===== src/rtl/usb_fs_tx_serializer.sv =====
// usb_fs_tx_serializer: USB full-speed transmitter (SYNC, NRZI, bit stuffing, EOP).
// Define USB_TX_CRC16_EN to append CRC16 to DATA packets with a payload.
module usb_fs_tx_serializer #(
    parameter int CLOCKS_PER_BIT = 4,
    parameter int IPG_BITS       = 2
) (
    input  logic       clock48,
    input  logic       reset,
    input  logic [7:0] in_data,
    input  logic       in_last,
    input  logic       in_valid,
    output logic       in_ready,
    output logic       usb_dp_out,
    output logic       usb_dn_out,
    output logic       usb_oe,
    output logic       busy,
    output logic       tx_underrun
);

    typedef enum logic [2:0] {
        IDLE,
        SYNC,
        DATA,
        EOP_SE0,
        EOP_J,
        GAP
    } state_t;

    localparam logic [1:0] LAST_TICK = 2'(CLOCKS_PER_BIT - 1);
    localparam logic [2:0] LAST_GAP  = 3'(IPG_BITS - 1);

    state_t     state;
    logic [1:0] bit_cnt;
    logic [2:0] idx;
    logic [2:0] ones;
    logic [7:0] hold;
    logic [7:0] shift;
    logic       hold_last;
    logic       hold_full;
    logic       shift_last;

    logic strobe;
    logic stuff_now;
    logic sync_end;
    logic byte_end;
    logic go_pop;
    logic go_eop;
    logic go_urun;
    logic hold_pop;
    logic accept;
    logic do_emit;
    logic nxt_bit;

`ifdef USB_TX_CRC16_EN
    logic [15:0] crc;
    logic        crc_on;
    logic        pid_phase;
    logic [1:0]  crc_ph;
    logic        go_crc_lo;
    logic        go_crc_hi;

    function automatic logic [15:0] crc16_byte(
        input logic [15:0] c,
        input logic [7:0]  d
    );
        logic [15:0] r;
        r = c;
        for (int i = 0; i < 8; i++) begin
            if (r[0] ^ d[i])
                r = (r >> 1) ^ 16'hA001;
            else
                r = r >> 1;
        end
        return r;
    endfunction
`endif

    assign strobe    = (bit_cnt == LAST_TICK);
    assign stuff_now = (ones == 3'd6);
    assign sync_end  = strobe && (state == SYNC) && (idx == 3'd7);
    assign byte_end  = strobe && (state == DATA) && !stuff_now
                       && (idx == 3'd7);

    // Decide what happens when the current byte's last bit finishes.
    always_comb begin
        go_pop  = 1'b0;
        go_eop  = 1'b0;
        go_urun = 1'b0;
        if (byte_end) begin
            if (shift_last)
                go_eop = 1'b1;
            else if (hold_full)
                go_pop = 1'b1;
            else
                go_urun = 1'b1;
        end
`ifdef USB_TX_CRC16_EN
        go_crc_lo = byte_end && (crc_ph == 2'd0) && shift_last
                    && crc_on && !pid_phase;
        go_crc_hi = byte_end && (crc_ph == 2'd1);
        if ((crc_ph != 2'd0) || go_crc_lo) begin
            go_eop  = byte_end && (crc_ph == 2'd2);
            go_pop  = 1'b0;
            go_urun = 1'b0;
        end
`endif
    end

    assign hold_pop = sync_end || go_pop;
`ifdef USB_TX_CRC16_EN
    assign in_ready = (!hold_full || hold_pop) && (crc_ph == 2'd0);
`else
    assign in_ready = !hold_full || hold_pop;
`endif
    assign accept   = in_valid && in_ready;
    assign do_emit  = strobe && ((state == SYNC) ||
                      ((state == DATA) && !go_eop && !go_urun));

    // Select the logical value of the next bit placed on the line.
    always_comb begin
        nxt_bit = 1'b0;
        if (state == SYNC)
            nxt_bit = (idx == 3'd7) ? hold[0] : (idx == 3'd6);
        else if (stuff_now)
            nxt_bit = 1'b0;
        else if (idx != 3'd7)
            nxt_bit = shift[1];
        else if (go_pop)
            nxt_bit = hold[0];
`ifdef USB_TX_CRC16_EN
        else if (go_crc_lo)
            nxt_bit = ~crc[0];
        else if (go_crc_hi)
            nxt_bit = ~crc[8];
`endif
    end

    // Holding register, bit timing, NRZI line state and packet FSM.
    always_ff @(posedge clock48 or posedge reset) begin
        if (reset) begin
            state       <= IDLE;
            bit_cnt     <= 2'd0;
            idx         <= 3'd0;
            ones        <= 3'd0;
            hold        <= 8'd0;
            hold_last   <= 1'b0;
            hold_full   <= 1'b0;
            shift       <= 8'd0;
            shift_last  <= 1'b0;
            usb_oe      <= 1'b0;
            usb_dp_out  <= 1'b1;
            usb_dn_out  <= 1'b0;
            busy        <= 1'b0;
            tx_underrun <= 1'b0;
`ifdef USB_TX_CRC16_EN
            crc         <= 16'hFFFF;
            crc_on      <= 1'b0;
            pid_phase   <= 1'b0;
            crc_ph      <= 2'd0;
`endif
        end else begin
            tx_underrun <= 1'b0;

            if (accept) begin
                hold      <= in_data;
                hold_last <= in_last;
                hold_full <= 1'b1;
            end else if (hold_pop) begin
                hold_full <= 1'b0;
            end

            if (state == IDLE)
                bit_cnt <= 2'd0;
            else
                bit_cnt <= bit_cnt + 2'd1;

            if (do_emit) begin
                if (nxt_bit) begin
                    ones <= ones + 3'd1;
                end else begin
                    ones       <= 3'd0;
                    usb_dp_out <= usb_dn_out;
                    usb_dn_out <= usb_dp_out;
                end
            end

            unique case (state)
                IDLE: begin
                    if (hold_full) begin
                        state      <= SYNC;
                        usb_oe     <= 1'b1;
                        busy       <= 1'b1;
                        idx        <= 3'd0;
                        ones       <= 3'd0;
                        usb_dp_out <= 1'b0;
                        usb_dn_out <= 1'b1;
                    end
                end
                SYNC: begin
                    if (strobe) begin
                        if (idx == 3'd7) begin
                            state      <= DATA;
                            idx        <= 3'd0;
                            shift      <= hold;
                            shift_last <= hold_last;
`ifdef USB_TX_CRC16_EN
                            crc        <= 16'hFFFF;
                            crc_on     <= (hold[1:0] == 2'b11);
                            pid_phase  <= 1'b1;
                            crc_ph     <= 2'd0;
`endif
                        end else begin
                            idx <= idx + 3'd1;
                        end
                    end
                end
                DATA: begin
                    if (strobe && !stuff_now) begin
                        if (idx != 3'd7) begin
                            shift <= shift >> 1;
                            idx   <= idx + 3'd1;
                        end else if (go_pop) begin
                            shift      <= hold;
                            shift_last <= hold_last;
                            idx        <= 3'd0;
`ifdef USB_TX_CRC16_EN
                            crc        <= crc16_byte(crc, hold);
                            pid_phase  <= 1'b0;
                        end else if (go_crc_lo) begin
                            shift  <= ~crc[7:0];
                            idx    <= 3'd0;
                            crc_ph <= 2'd1;
                        end else if (go_crc_hi) begin
                            shift  <= ~crc[15:8];
                            idx    <= 3'd0;
                            crc_ph <= 2'd2;
`endif
                        end else if (go_eop || go_urun) begin
                            state       <= EOP_SE0;
                            idx         <= 3'd0;
                            usb_dp_out  <= 1'b0;
                            usb_dn_out  <= 1'b0;
                            tx_underrun <= go_urun;
                        end
                    end
                end
                EOP_SE0: begin
                    if (strobe) begin
                        if (idx == 3'd1) begin
                            state      <= EOP_J;
                            usb_dp_out <= 1'b1;
                            usb_dn_out <= 1'b0;
                        end else begin
                            idx <= idx + 3'd1;
                        end
                    end
                end
                EOP_J: begin
                    if (strobe) begin
                        state  <= GAP;
                        usb_oe <= 1'b0;
                        idx    <= 3'd0;
                    end
                end
                GAP: begin
                    if (strobe) begin
                        if (idx == LAST_GAP) begin
                            state <= IDLE;
                            busy  <= 1'b0;
                        end else begin
                            idx <= idx + 3'd1;
                        end
                    end
                end
                default: state <= IDLE;
            endcase
        end
    end

endmodule


===== config.mk =====
export PLATFORM = sky130hd
export DESIGN_NAME = usb_fs_tx_serializer
export DESIGN_NICKNAME = d
export VERILOG_FILES = /design/src/rtl/usb_fs_tx_serializer.sv
export SDC_FILE = /design/constraint.sdc
export NUM_CORES = 1
export LEC_CHECK = 0
export ABC_AREA = 1
export BUFFER_PORTS_ARGS = -buffer_cell sky130_fd_sc_hd__buf_4
export CORE_MARGIN = 2
export CORE_UTILIZATION = 43
export CTS_CLUSTER_SIZE = 16
export DETAILED_ROUTE_END_ITERATION = 10
export GPL_TIMING_DRIVEN = 0
export SLEW_MARGIN = 20
export SYNTH_ARGS = -nofsm -noshare
export SYNTH_HDL_FRONTEND = slang
export SYNTH_SLANG_ARGS = --single-unit

===== constraint.sdc =====
create_clock -name clock48 -period 4.9 [get_ports clock48]
set_clock_uncertainty 0.1 [all_clocks]
set_input_delay 0.245 -clock clock48 [delete_from_list [all_inputs] [get_ports clock48]]
set_output_delay 0.245 -clock clock48 [all_outputs]
set_load 0.01 [all_outputs]

==> summary.md <==
| Metric | Value |
|---|---|
| Post-Place Setup Slack | 2712 ps |
| CTS resizes | 0 |
| Setup-failing EPs final | 0 |
| Nets | 274 |
| Vias per inst | 4.971 |
| Floorplan die width | 69.71 um |
| Simple-gate area share of the yosys netlist | 0.2945 |
| Crit path top cell by count | ha_1 |
| Die height | 69.71 um |
| Async SR Flop Fraction | 1.000 |
| Routed Antenna Nets | 0 |
| Global route overflow | 0 |
| Area share of the leading cell type in the synthesized netlist | 0.4447 |
| DR iter-0 viols | 74 |
| Worst Max-Slew Pin Slew | 709.7 ps |
| Synth Warn # | 0 |
| Syn_nets | 251 |
| Slowest stage delay, CP | 420 ps |
| Final Slew Violations | 0 |
| Non-filler cells, final | 306 |
| Worst path cell trace | ha_1 -> ha_1 -> nand3_2 -> nor2_2 -> nand2_2 -> o21ai_2 -> or2_1 -> buf_6 -> buf_4 |
| List of most frequent post-synthesis cells | nand2_1 (59), dfrtp_1 (33), nor2_1 (29), inv_1 (23), nand3_1 (16) |
| WL final | 3744 um |
| Starting Density | 0.4544 |
| Placed cell count | 298 |
| Compound-Gate Fraction of Synth Area | 0.1078 |
| Pleak | 1.123 nW |
| Initial antenna violation count | 0 |
| Critical Path AT | 2000 ps |
| Final worst path period share | 0.4784 |
| Slew margin rel. | 0.5262 |
| R2r setup slk | 2680 ps |
| FF+latch count, synth | 34 |
| DR vias | 1521 |
| Worst setup margin | 2556 ps |
| Core Box Area | 4086 sq um |
| # IOs | 18 |
| FMAX | 426.6 MHz |
| Vias in the first global route | 1445 |
| RSZ-0062 raised after global routing | no |
| TritonCTS clock tree | done |
| Kind of end point of the critical path | output pin |
| Routability cong. | 0.9029 |
| Total negative slack | 0 ps |
| Top-count cell post-synth | nand2_1 |
| Row count | 23 |
| IO Port Bufs | 16 |
| Total CTS buffers | 5 |
| CP required | 4550 ps |
| Final Hold Viols | 33 |
| H-tree Lvls | 2 |
| Largest family of logic cells by synthesized area | simple AND/OR/NAND/NOR gates |
| Clock transition at path regs | 70 ps |
| Final worst path period need | 2344 ps |
| Reg2Reg Capture Point | shift[2] |
| Pwr Total | 0.5754 mW |
| Synth Area in XOR/XNOR | 0.004717 |
| Crit path launch | idx[0] |
| Distinct cells, synth | 26 |
| Hold_buf cts | 0 |
| Multiplexer area fraction after synthesis | 0 |
| Seq/Total Area, Yosys | 0.4589 |
| Fill cells | 437 |
| Max-Cap Viols | 0 |
| CP max stage cell | dfrtp_1 |
| Die Footprint | 4859 sq um |
| Routed WL per cell | 12.24 um |
| Most used DFF post-synth | dfrtp_1 |
| Startpoint types | flip-flop |
| Failing checks | hold timing |
| Postcts setup bufs | 0 |
| Min Hold Slack | -22.80 ps |
| Min-Delay Path Class | in2async |
| Drt first pass iters | 4 |
| Total GRT Usage | 0.1743 |
| Detailed Place HPWL | 2717 um |
| Worst-Skew Late Latency | 290 ps |
| Leading area contributor after synthesis | dfrtp_1 |
| EDFF count, synth | 0 |
| Clock Tree Buf Depth | 2 |
| Peak supply drop | 145.5 uV |
| Synth Area in Adders | 0.04717 |
| DRC | 0 |
| First-pass GRT wire length | 6706 um |
| Syn-to-layout area delta | 14.76% |
| Reg-to-Reg Start | idx[0] |
| Worst R2R Path Depth | 6 |
| Critical path type | reg2out |
| Power Density | 270.0 nW/um^2 |
| Mapped Area | 1857 sq um |
| Avg Inst Size Synth | 8.003 sq um |
| Outcome | finished with violations |
| Area contributors post-synth | dfrtp_1 (44%), nand2_1 (12%), nor2_1 (5.9%), ha_1 (4.7%), inv_1 (4.6%) |
| Share of layout cells above drive strength 1 | 0.1758 |
| CTS sink cnt | 34 |
| Number of diodes | 0 |
| Crit-path max FO | 10 |
| Syn Inst Count | 232 |
| Largest net degree at the start of global routing | 35 |
| Clk root buf | clkbuf_8 |
power breakdown:
| part | internal (mW) | leakage (nW) | switching (mW) | total, mW |
|---|---|---|---|---|
| registers | 0.303 | 0.420 | 0.0119 | 0.314 |
| clock network | 0.113 | 0.0482 | 0.103 | 0.216 |
| logic | 0.0197 | 0.655 | 0.0252 | 0.0449 |
| total | 0.436 | 1.12 | 0.140 | 0.575 |
cell families after synthesis:
kind of cell,after synthesis
adders and majority gates,7
AOI/OAI and AO/OA,33
buffers and inverters,32
and+or+nand+nor,125
xor gates and xnor gates,1
DFF,34
state kept, by name, indices dropped and copies added (netlist names):
register / count
ones: 3
state: 3
hold_full: 1
usb_oe: 1
hold: 8
hold_last: 1
bit_cnt: 2
usb_dp_out: 1
tx_underrun: 1
busy: 1
shift_last: 1
shift: 7
idx: 3
usb_dn_out: 1
placed cells by master (no fill, tap or decap), drive strengths merged, types with 2 or more instances in the layout:
cell type,instances
nand2,62
dfrtp,33
nor2,31
inv,25
buf,22
nand3,19
o21ai,15
a21oi,10
nor3,9
clkbuf,8
o31ai,7
ha,7
nand4,2
how the worst max path moves through the flow:
stage          depth (start not counted)  endpoint  slack, ps
2_1_floorplan                         11   hold[7]       3030
3_3_place_gp                           6  shift[2]       2720
3_5_place_dp                           6  shift[2]       2710
4_1_cts                                9  in_ready       2540
5_1_grt                                9  in_ready       2440
6_report                               9  in_ready       2560
area by class of cell:
class | count | area [sq um] | share of cell area
clock buffers | 7 | 86.33 | 0.04052
inverters | 25 | 93.84 | 0.04404
plain buffers | 7 | 67.56 | 0.03171
repair buffers | 16 | 120.1 | 0.05637
multi-input cells | 166 | 843.3 | 0.3958
well taps | 50 | 62.56 | 0.02936
flip-flops and latches | 34 | 852.1 | 0.3999
clock inverters | 1 | 5.005 | 0.002349
stage by stage:
stage                 util  cell area, sq um
finish              0.5214              2131
global route        0.5214              2131
CTS                 0.5214              2131
detailed placement  0.4991              2039
global placement    0.4991              2039
floorplan                -              1857
routing by layer:
metal,GRT usage,share of wire
met5,0,0
met4,0.07051,0.019
met3,0.04797,0.034
met2,0.2457,0.42
met1,0.2523,0.52
worst max-delay path: cells and delay by family, from the launching register on:
kind,cells,cell delay (ps)
AND/OR/NAND/NOR,4,470
adder cells (fa/ha/maj),2,450
flip-flops,1,420
buffers and inverters,2,290
AO/OA/AOI/OAI,1,70
Power figures use the tool's default switching activity.
